File: src/rtl/crack_pkg.sv
// Shared constants, charset mapping and FSM state type for the password-crack workers.
package crack_pkg;

    localparam int PW_LEN      = 4;
    localparam int NUM_SYMBOLS = 36;
    localparam int IDX_W       = 6;
    localparam int PW_W        = PW_LEN * 8;

    localparam logic [7:0] CHAR_A      = 8'h61;
    localparam logic [7:0] CHAR_0      = 8'h30;
    localparam int         NUM_LETTERS = 26;

    localparam logic [IDX_W-1:0] IDX_MAX = IDX_W'(NUM_SYMBOLS - 1);

    // Digit PW_LEN-1 is the first (most significant) character.
    typedef logic [PW_LEN-1:0][IDX_W-1:0] digits_t;

    typedef enum logic [1:0] {
        IDLE,
        SEARCH,
        DONE
    } state_t;

    function automatic logic [7:0] idx_to_ascii(input logic [IDX_W-1:0] idx);
        if (int'(idx) < NUM_LETTERS) return CHAR_A + 8'(idx);
        return CHAR_0 + 8'(idx) - 8'(NUM_LETTERS);
    endfunction

endpackage

File: src/rtl/range_search_worker_if.sv
// Job/result bundle between the cracker top (master) and one range_search_worker (slave).
// CRACK_ATTEMPT_COUNT_EN adds the attempts counter output.
interface range_search_worker_if;
    import crack_pkg::*;

    logic               job_valid;
    logic               job_ready;
    logic [PW_W-1:0]    job_target;
    logic [IDX_W-1:0]   job_from;
    logic [IDX_W-1:0]   job_to;
    logic               abort;
    logic               done;
    logic               found;
    logic               bad_job;
    logic               aborted;
    logic [PW_W-1:0]    result_pw;
`ifdef CRACK_ATTEMPT_COUNT_EN
    logic [31:0]        attempts;
`endif

    modport master (
        output job_valid, job_target, job_from, job_to, abort,
        input  job_ready, done, found, bad_job, aborted, result_pw
`ifdef CRACK_ATTEMPT_COUNT_EN
        , input attempts
`endif
    );

    modport slave (
        input  job_valid, job_target, job_from, job_to, abort,
        output job_ready, done, found, bad_job, aborted, result_pw
`ifdef CRACK_ATTEMPT_COUNT_EN
        , output attempts
`endif
    );

endinterface

File: src/rtl/crack_mixed_radix_counter.sv
// Radix-NUM_SYMBOLS candidate counter; last char is the fastest digit.
// 'last' flags the final candidate of the range {limit, max, .., max}.
module crack_mixed_radix_counter
    import crack_pkg::*;
(
    input  logic             clk,
    input  logic             rst,
    input  logic             load,
    input  logic             inc,
    input  logic [IDX_W-1:0] load_first,
    input  logic [IDX_W-1:0] limit,
    output digits_t          digits,
    output logic             last
);

    digits_t digits_next;
    logic    carry;

    always_comb begin
        digits_next = digits;
        carry       = inc;
        for (int k = 0; k < PW_LEN; k++) begin
            if (carry) begin
                if (digits[k] == IDX_MAX && k != PW_LEN - 1) begin
                    digits_next[k] = '0;
                end else begin
                    digits_next[k] = digits[k] + 1'b1;
                    carry          = 1'b0;
                end
            end
        end
        if (load) begin
            digits_next             = '0;
            digits_next[PW_LEN-1]   = load_first;
        end
    end

    always_comb begin
        last = (digits[PW_LEN-1] == limit);
        for (int k = 0; k < PW_LEN - 1; k++) begin
            if (digits[k] != IDX_MAX) last = 1'b0;
        end
    end

    always_ff @(posedge clk or posedge rst) begin
        if (rst) digits <= '0;
        else     digits <= digits_next;
    end

endmodule

File: src/rtl/range_search_worker.sv
// Brute-force worker: enumerates all candidates whose first char is in [job_from, job_to].
// CRACK_ATTEMPT_COUNT_EN adds a saturating count of candidates compared in the current job.
module range_search_worker
    import crack_pkg::*;
(
    input logic                  clk,
    input logic                  rst,
    range_search_worker_if.slave bus
);

    state_t           state, state_next;
    logic [PW_W-1:0]  target;
    logic [PW_W-1:0]  candidate;
    logic [IDX_W-1:0] limit;
    logic             bad_pending;
    digits_t          digits;
    logic             last;
    logic             accept, bad_in, match;
    logic             load, inc;
    logic             fin_found, fin_miss, fin_abort, fin_bad;
    logic             done_q, found_q, bad_q, aborted_q;
    logic [PW_W-1:0]  result_q;

    assign bus.job_ready = (state != SEARCH);
    assign accept        = bus.job_valid & bus.job_ready;
    assign bad_in        = (bus.job_from > bus.job_to) || (bus.job_to > IDX_MAX);

    always_comb begin
        candidate = '0;
        for (int k = 0; k < PW_LEN; k++) candidate[k*8 +: 8] = idx_to_ascii(digits[k]);
    end

    assign match = (candidate == target) && !bad_pending;

    crack_mixed_radix_counter u_counter (
        .clk        (clk),
        .rst        (rst),
        .load       (load),
        .inc        (inc),
        .load_first (bus.job_from),
        .limit      (limit),
        .digits     (digits),
        .last       (last)
    );

    always_ff @(posedge clk or posedge rst) begin
        if (rst) state <= IDLE;
        else     state <= state_next;
    end

    // A bad job still spends one SEARCH cycle so that done rises one edge after accept.
    always_comb begin
        state_next = state;
        load       = 1'b0;
        inc        = 1'b0;
        fin_found  = 1'b0;
        fin_miss   = 1'b0;
        fin_abort  = 1'b0;
        fin_bad    = 1'b0;
        case (state)
            IDLE, DONE: begin
                if (accept) begin
                    state_next = SEARCH;
                    load       = 1'b1;
                end
            end
            SEARCH: begin
                if (bad_pending)    fin_bad   = 1'b1;
                else if (match)     fin_found = 1'b1;
                else if (bus.abort) fin_abort = 1'b1;
                else if (last)      fin_miss  = 1'b1;
                else                inc       = 1'b1;
                if (fin_bad || fin_found || fin_abort || fin_miss) state_next = DONE;
            end
            default: state_next = IDLE;
        endcase
    end

    always_ff @(posedge clk or posedge rst) begin
        if (rst) begin
            target      <= '0;
            limit       <= '0;
            bad_pending <= 1'b0;
            done_q      <= 1'b0;
            found_q     <= 1'b0;
            bad_q       <= 1'b0;
            aborted_q   <= 1'b0;
            result_q    <= '0;
        end else if (accept) begin
            target      <= bus.job_target;
            limit       <= bus.job_to;
            bad_pending <= bad_in;
            done_q      <= 1'b0;
            found_q     <= 1'b0;
            bad_q       <= 1'b0;
            aborted_q   <= 1'b0;
            result_q    <= '0;
        end else begin
            if (fin_bad || fin_found || fin_abort || fin_miss) done_q <= 1'b1;
            if (fin_bad)   bad_q     <= 1'b1;
            if (fin_abort) aborted_q <= 1'b1;
            if (fin_found) begin
                found_q  <= 1'b1;
                result_q <= candidate;
            end
        end
    end

    assign bus.done      = done_q;
    assign bus.found     = found_q;
    assign bus.bad_job   = bad_q;
    assign bus.aborted   = aborted_q;
    assign bus.result_pw = result_q;

`ifdef CRACK_ATTEMPT_COUNT_EN
    logic [31:0] attempts_q;

    always_ff @(posedge clk or posedge rst) begin
        if (rst)                                                      attempts_q <= '0;
        else if (accept)                                              attempts_q <= '0;
        else if (state == SEARCH && !bad_pending && attempts_q != '1) attempts_q <= attempts_q + 1'b1;
    end

    assign bus.attempts = attempts_q;
`endif

endmodule

File: src/flat_wrapper.sv
// flat-port wrapper written by rule: the top's interface ports become plain ports
module range_search_worker_flat import crack_pkg::*;
  (clk, rst, bus_job_valid, bus_job_target, bus_job_from, bus_job_to, bus_abort, bus_job_ready, bus_done, bus_found, bus_bad_job, bus_aborted, bus_result_pw);
  range_search_worker_if bus_i ();
  input logic clk;
  input logic rst;
  input wire logic [$bits(bus_i.job_valid)-1:0] bus_job_valid;
  input wire logic [$bits(bus_i.job_target)-1:0] bus_job_target;
  input wire logic [$bits(bus_i.job_from)-1:0] bus_job_from;
  input wire logic [$bits(bus_i.job_to)-1:0] bus_job_to;
  input wire logic [$bits(bus_i.abort)-1:0] bus_abort;
  output wire logic [$bits(bus_i.job_ready)-1:0] bus_job_ready;
  output wire logic [$bits(bus_i.done)-1:0] bus_done;
  output wire logic [$bits(bus_i.found)-1:0] bus_found;
  output wire logic [$bits(bus_i.bad_job)-1:0] bus_bad_job;
  output wire logic [$bits(bus_i.aborted)-1:0] bus_aborted;
  output wire logic [$bits(bus_i.result_pw)-1:0] bus_result_pw;
  assign bus_i.job_valid = bus_job_valid;
  assign bus_i.job_target = bus_job_target;
  assign bus_i.job_from = bus_job_from;
  assign bus_i.job_to = bus_job_to;
  assign bus_i.abort = bus_abort;
  assign bus_job_ready = bus_i.job_ready;
  assign bus_done = bus_i.done;
  assign bus_found = bus_i.found;
  assign bus_bad_job = bus_i.bad_job;
  assign bus_aborted = bus_i.aborted;
  assign bus_result_pw = bus_i.result_pw;
  range_search_worker u_core (.clk(clk), .rst(rst), .bus(bus_i));
endmodule
File: config.mk
export PLATFORM = sky130hd
export DESIGN_NAME = range_search_worker_flat
export DESIGN_NICKNAME = d
export VERILOG_FILES = /design/src/rtl/crack_pkg.sv /design/src/rtl/range_search_worker_if.sv /design/src/rtl/crack_mixed_radix_counter.sv /design/src/rtl/range_search_worker.sv /design/src/flat_wrapper.sv
export SDC_FILE = /design/constraint.sdc
export NUM_CORES = 1
export LEC_CHECK = 0
export CAP_MARGIN = 20
export CORE_UTILIZATION = 50
export CTS_BUF_LIST = sky130_fd_sc_hd__clkbuf_8
export CTS_CLUSTER_DIAMETER = 120
export DETAILED_ROUTE_END_ITERATION = 12
export PLACE_DENSITY = 0.73
export SLEW_MARGIN = 25
export SYNTH_ARGS = -nofsm -noshare
export SYNTH_HDL_FRONTEND = slang
export SYNTH_SLANG_ARGS = --single-unit
File: constraint.sdc
create_clock -name clk -period 4.27 [get_ports clk]
set_clock_uncertainty 0.05 [all_clocks]
set_input_delay 0.854 -clock clk [delete_from_list [all_inputs] [get_ports clk]]
set_output_delay 0.854 -clock clk [all_outputs]
set_load 0.02 [all_outputs]
==> key figures <==
Setup path
  • Crit end category: flip-flop
  • Cell depth of the worst setup path: 11
  • CP cell instances: ha_1 > xor2_1 > or2_2 > o311ai_0 > o211ai_1 > or4_1 > or4_4 > nor3_4 > buf_12 > nor2_1 > a31o_2
  • CP arrival: approximately 4200 ps
  • Delay-heaviest family, CP: simple AND/OR/NAND/NOR gates
  • Slowest cell on the critical path: or4_4
  • CP required: 4500 ps
  • CP peak stage delay: 580 ps
  • CP bufs+invs: 1
  • R2R depth: 11
  • CP Launch Type: flip-flop
  • Critical Path Fanout Max: 53
  • Setup CP Type: flip-flop to flip-flop

Clock tree
  • Clk slew on worst S/H paths: 90 ps
  • CTS tree: yes
  • Worst skew pair latency: 400 ps
  • CTS Root Cell: clkbuf_8
  • Sink Count: 101
  • H-tree levels: 3
  • Clk buf depth: 2
  • CTS Buf Count: 9

Synth
  • Synth Flop Type: dfrtp_1
  • Post-synth top area share: 36.5%
  • Yosys Warn Count: 0
  • Syn avg cell area: 9.03 um^2
  • Seq cells post-synth: just over 100
  • Post-synth ARST share: 100%
  • Netlist Area Pre-Place: 0.00692 mm^2
  • Cell taking the most area after synthesis: dfrtp_1
  • Post-synth EDFFs: 0
  • Synth area leaders: dfrtp_1 37%, mux2_2 5.7%, ha_1 5.4%, nand2_1 4.7%, o21ai_0 3.6%
  • Synth Area in Simple Gates: 19.5%
  • Seq/Total Area, Yosys: 36.5%
  • Post-Synth Adder-Cell Area: 5.43%
  • Largest family of logic cells by synthesized area: simple AND/OR/NAND/NOR gates
  • Synthesized instance count: roughly 770
  • Mux cell area share after synthesis: 8.16%
  • Post-Syn Nets: 844
  • XOR/XNOR share of the synthesized area: 7.64%
  • Post-synthesis cell type count: 71
  • Compound-Gate Fraction of Synth Area: 17.8%

Placement
  • Hpwl dp: ~14,000 um
  • Global placer's final weighted congestion: between 0.8 and 0.9
  • Placed cell count: 997
  • Setup WS pre-CTS: 189 ps
  • IO buf count: 84
  • Placed Area: approximately 0.0080 mm^2

Status
  • Status: completed

Layout
  • Final non-filler cell total: 1,012
  • Area delta synth->final: 18.8%
  • Final instance area: ~0.008 mm^2
  • FILL cells: 1,175
  • Post-route core utilization: 61.5%
  • Net count, final: 910
  • Layout cells sized above 1: 10.6%
  • N_diodes: 0

GRT
  • GRT overflow: 0
  • Vias in the first global route: between 5,000 and 6,000
  • First-pass GRT wire length: 30,300 um
  • Largest net degree at the start of global routing: 61
  • Initial antenna violation count: 0
  • Total GRT Usage: between 20% and 30%

Power and ir drop
  • Power per cell area: 370 mW/mm^2
  • Peak VDD IR: 0.282 mV
  • Lkg Pwr: about 3.5 nW

Drt
  • Final WL: 18,800 um
  • 1st-pass router iterations: 5
  • Final ANT Viol Nets: 0
  • DRT iter0 DRCs: 370
  • WL/cell: 18.6 um
  • Vias per inst: 5.97
  • Residual DRC: 0
  • Routed vias: 6,045

Floorplan
  • Ports: 85
  • Die width: 120 um
  • Row Count: 42
  • Die ar.: about 0.014 mm^2
  • Core area: 0.0133 mm^2
  • Initial Util: 51.8%
  • Die Span Y: 120 um

STA
  • Worst setup margin: 292 ps
  • Final Max Slew Viols: 0
  • Worst-Margin Slew: 987 ps
  • Min Tclk post-route: 3980 ps
  • Final Cycle Share: 93.2%
  • Highest clock rate: between 200 and 300 MHz
  • Hold Violations, Final: 0
  • Setup TNS: 0 ps
  • Setup-failing EPs final: 0
  • Relative slew slack: between 30 and 40%
  • RSZ-0062 raised after global routing: false

Hold path
  • Hold Path Class: flip-flop to flip-flop
  • Worst hold stages: 2

Run
  • Max cap viols: 0
kinds of logic (layout without fill, tap and decap cells):
group	Yosys count	count (layout)
AOI/OAI and AO/OA	188	188
xor gates and xnor gates	54	54
adders and majority gates	30	30
buffers and inverters	82	152
DFF	101	101
muxes	52	52
and+or+nand+nor	259	259
cell type report:
cell class	count	area (um^2)	area share, %
Clock buffer	11	151	1.84
Tap cell	176	220	2.68
Timing Repair Buffer	106	1040	12.7
Inverter	31	119	1.45
Clock inverter	4	95.1	1.16
Multi-Input combinational cell	583	4060	49.4
Sequential cell	101	2530	30.8
Yosys cell counts, types with 4 or more instances:
cell / count
dfrtp_1: 101
nand2_1: 86
o21ai_0: 50
nor2_1: 38
mux2_2: 35
a21oi_1: 34
ha_1: 30
inv_1: 29
clkbuf_1: 28
xnor2_1: 28
xor2_1: 22
nand3_1: 21
buf_2: 18
nor3_1: 18
o211ai_1: 18
mux2i_1: 17
nand2b_1: 15
nand4_1: 12
o21ai_1: 11
a31oi_1: 8
nand3b_1: 8
or3_1: 8
or4_1: 8
a21o_1: 7
and3_1: 7
nor2b_1: 7
nor3b_1: 5
a211oi_1: 4
a221oi_1: 4
a311oi_1: 4
and2_1: 4
nor4_1: 4
o211a_1: 4
o22ai_1: 4
o31ai_1: 4
xnor3_1: 4
sequential cells by signal, summed over array words and instances (netlist names):
name,cells
u_core.bus.found,1
u_core.bus.done,1
u_core.limit,6
u_core.bus.result_pw,32
u_core.target,32
u_core.bus.bad_job,1
u_core.bus.aborted,1
u_core.u_counter.digits,24
u_core.state,2
u_core.bad_pending,1
cells in the final DEF (no fill, tap or decap), types with 8 or more instances in the layout:
| cell | instances |
|---|---|
| o21ai_1 | 12 |
| nand3_1 | 21 |
| ha_1 | 30 |
| nand2b_1 | 15 |
| a21oi_1 | 34 |
| a31oi_1 | 8 |
| mux2i_1 | 17 |
| xor2_1 | 22 |
| buf_4 | 19 |
| or3_1 | 8 |
| nor2_1 | 38 |
| nand2_1 | 85 |
| o211ai_1 | 18 |
| nand3b_1 | 8 |
| clkbuf_8 | 11 |
| nand4_1 | 12 |
| nor3_1 | 18 |
| o21ai_0 | 49 |
| dfrtp_1 | 99 |
| inv_1 | 28 |
| mux2_2 | 35 |
| clkdlybuf4s50_1 | 84 |
| xnor2_1 | 28 |
metal layers:
metal  GRT usage, %  share of wire (%)  up-vias
li1               -                  -     2903
met1           35.5                 45     2945
met2           46.9                 48      174
met3           4.99                4.4       23
met4           7.19                1.8        0
met5              0                  0        -
metrics by stage:
stage | hold slack, ps | power (mW)
6_report | 460 | 3.04
5_1_grt | 480 | 3.21
4_1_cts | 464 | 3.05
2_1_floorplan | 417 | 1.95
3_5_place_dp | 435 | 2.29
3_3_place_gp | 434 | 2.26
power breakdown:
| group | internal, mW | switching (mW) | leakage, nW |
|---|---|---|---|
| combinational | 0.477 | 0.506 | 2.03 |
| sequential | 1.10 | 0.195 | 1.30 |
| clock | 0.417 | 0.343 | 0.125 |
worst paths after layout:
path,start,slack (ps),endpoint
worst min-delay path,u_core.limit[3],460,u_core.limit[3]
worst max-delay path,u_core.u_counter.digits[19],290,u_core.bus.result_pw[18]
max in group asynchronous,rst,2650,u_core.target[13]
min in group asynchronous,rst,800,u_core.bus.result_pw[30]
worst min register to register,u_core.limit[3],460,u_core.limit[3]
worst max register to register,u_core.u_counter.digits[19],290,u_core.bus.result_pw[18]
worst reg2reg max path, cell delays in order (launching register included):
cell and delay [ps]:
dfrtp_1 430, ha_1 260, xor2_1 200, or2_2 290
o311ai_0 500, o211ai_1 220, or4_1 550, or4_4 580
nor3_4 180, buf_12 270, nor2_1 120, a31o_2 220
what timing repair did:
action                     CTS  global route
setup endpoints to repair    0            15
resized for setup            0             6
buffers inserted             0             0
hold buffers                 0             0
Note: power is estimated with default switching activity, not from simulation.
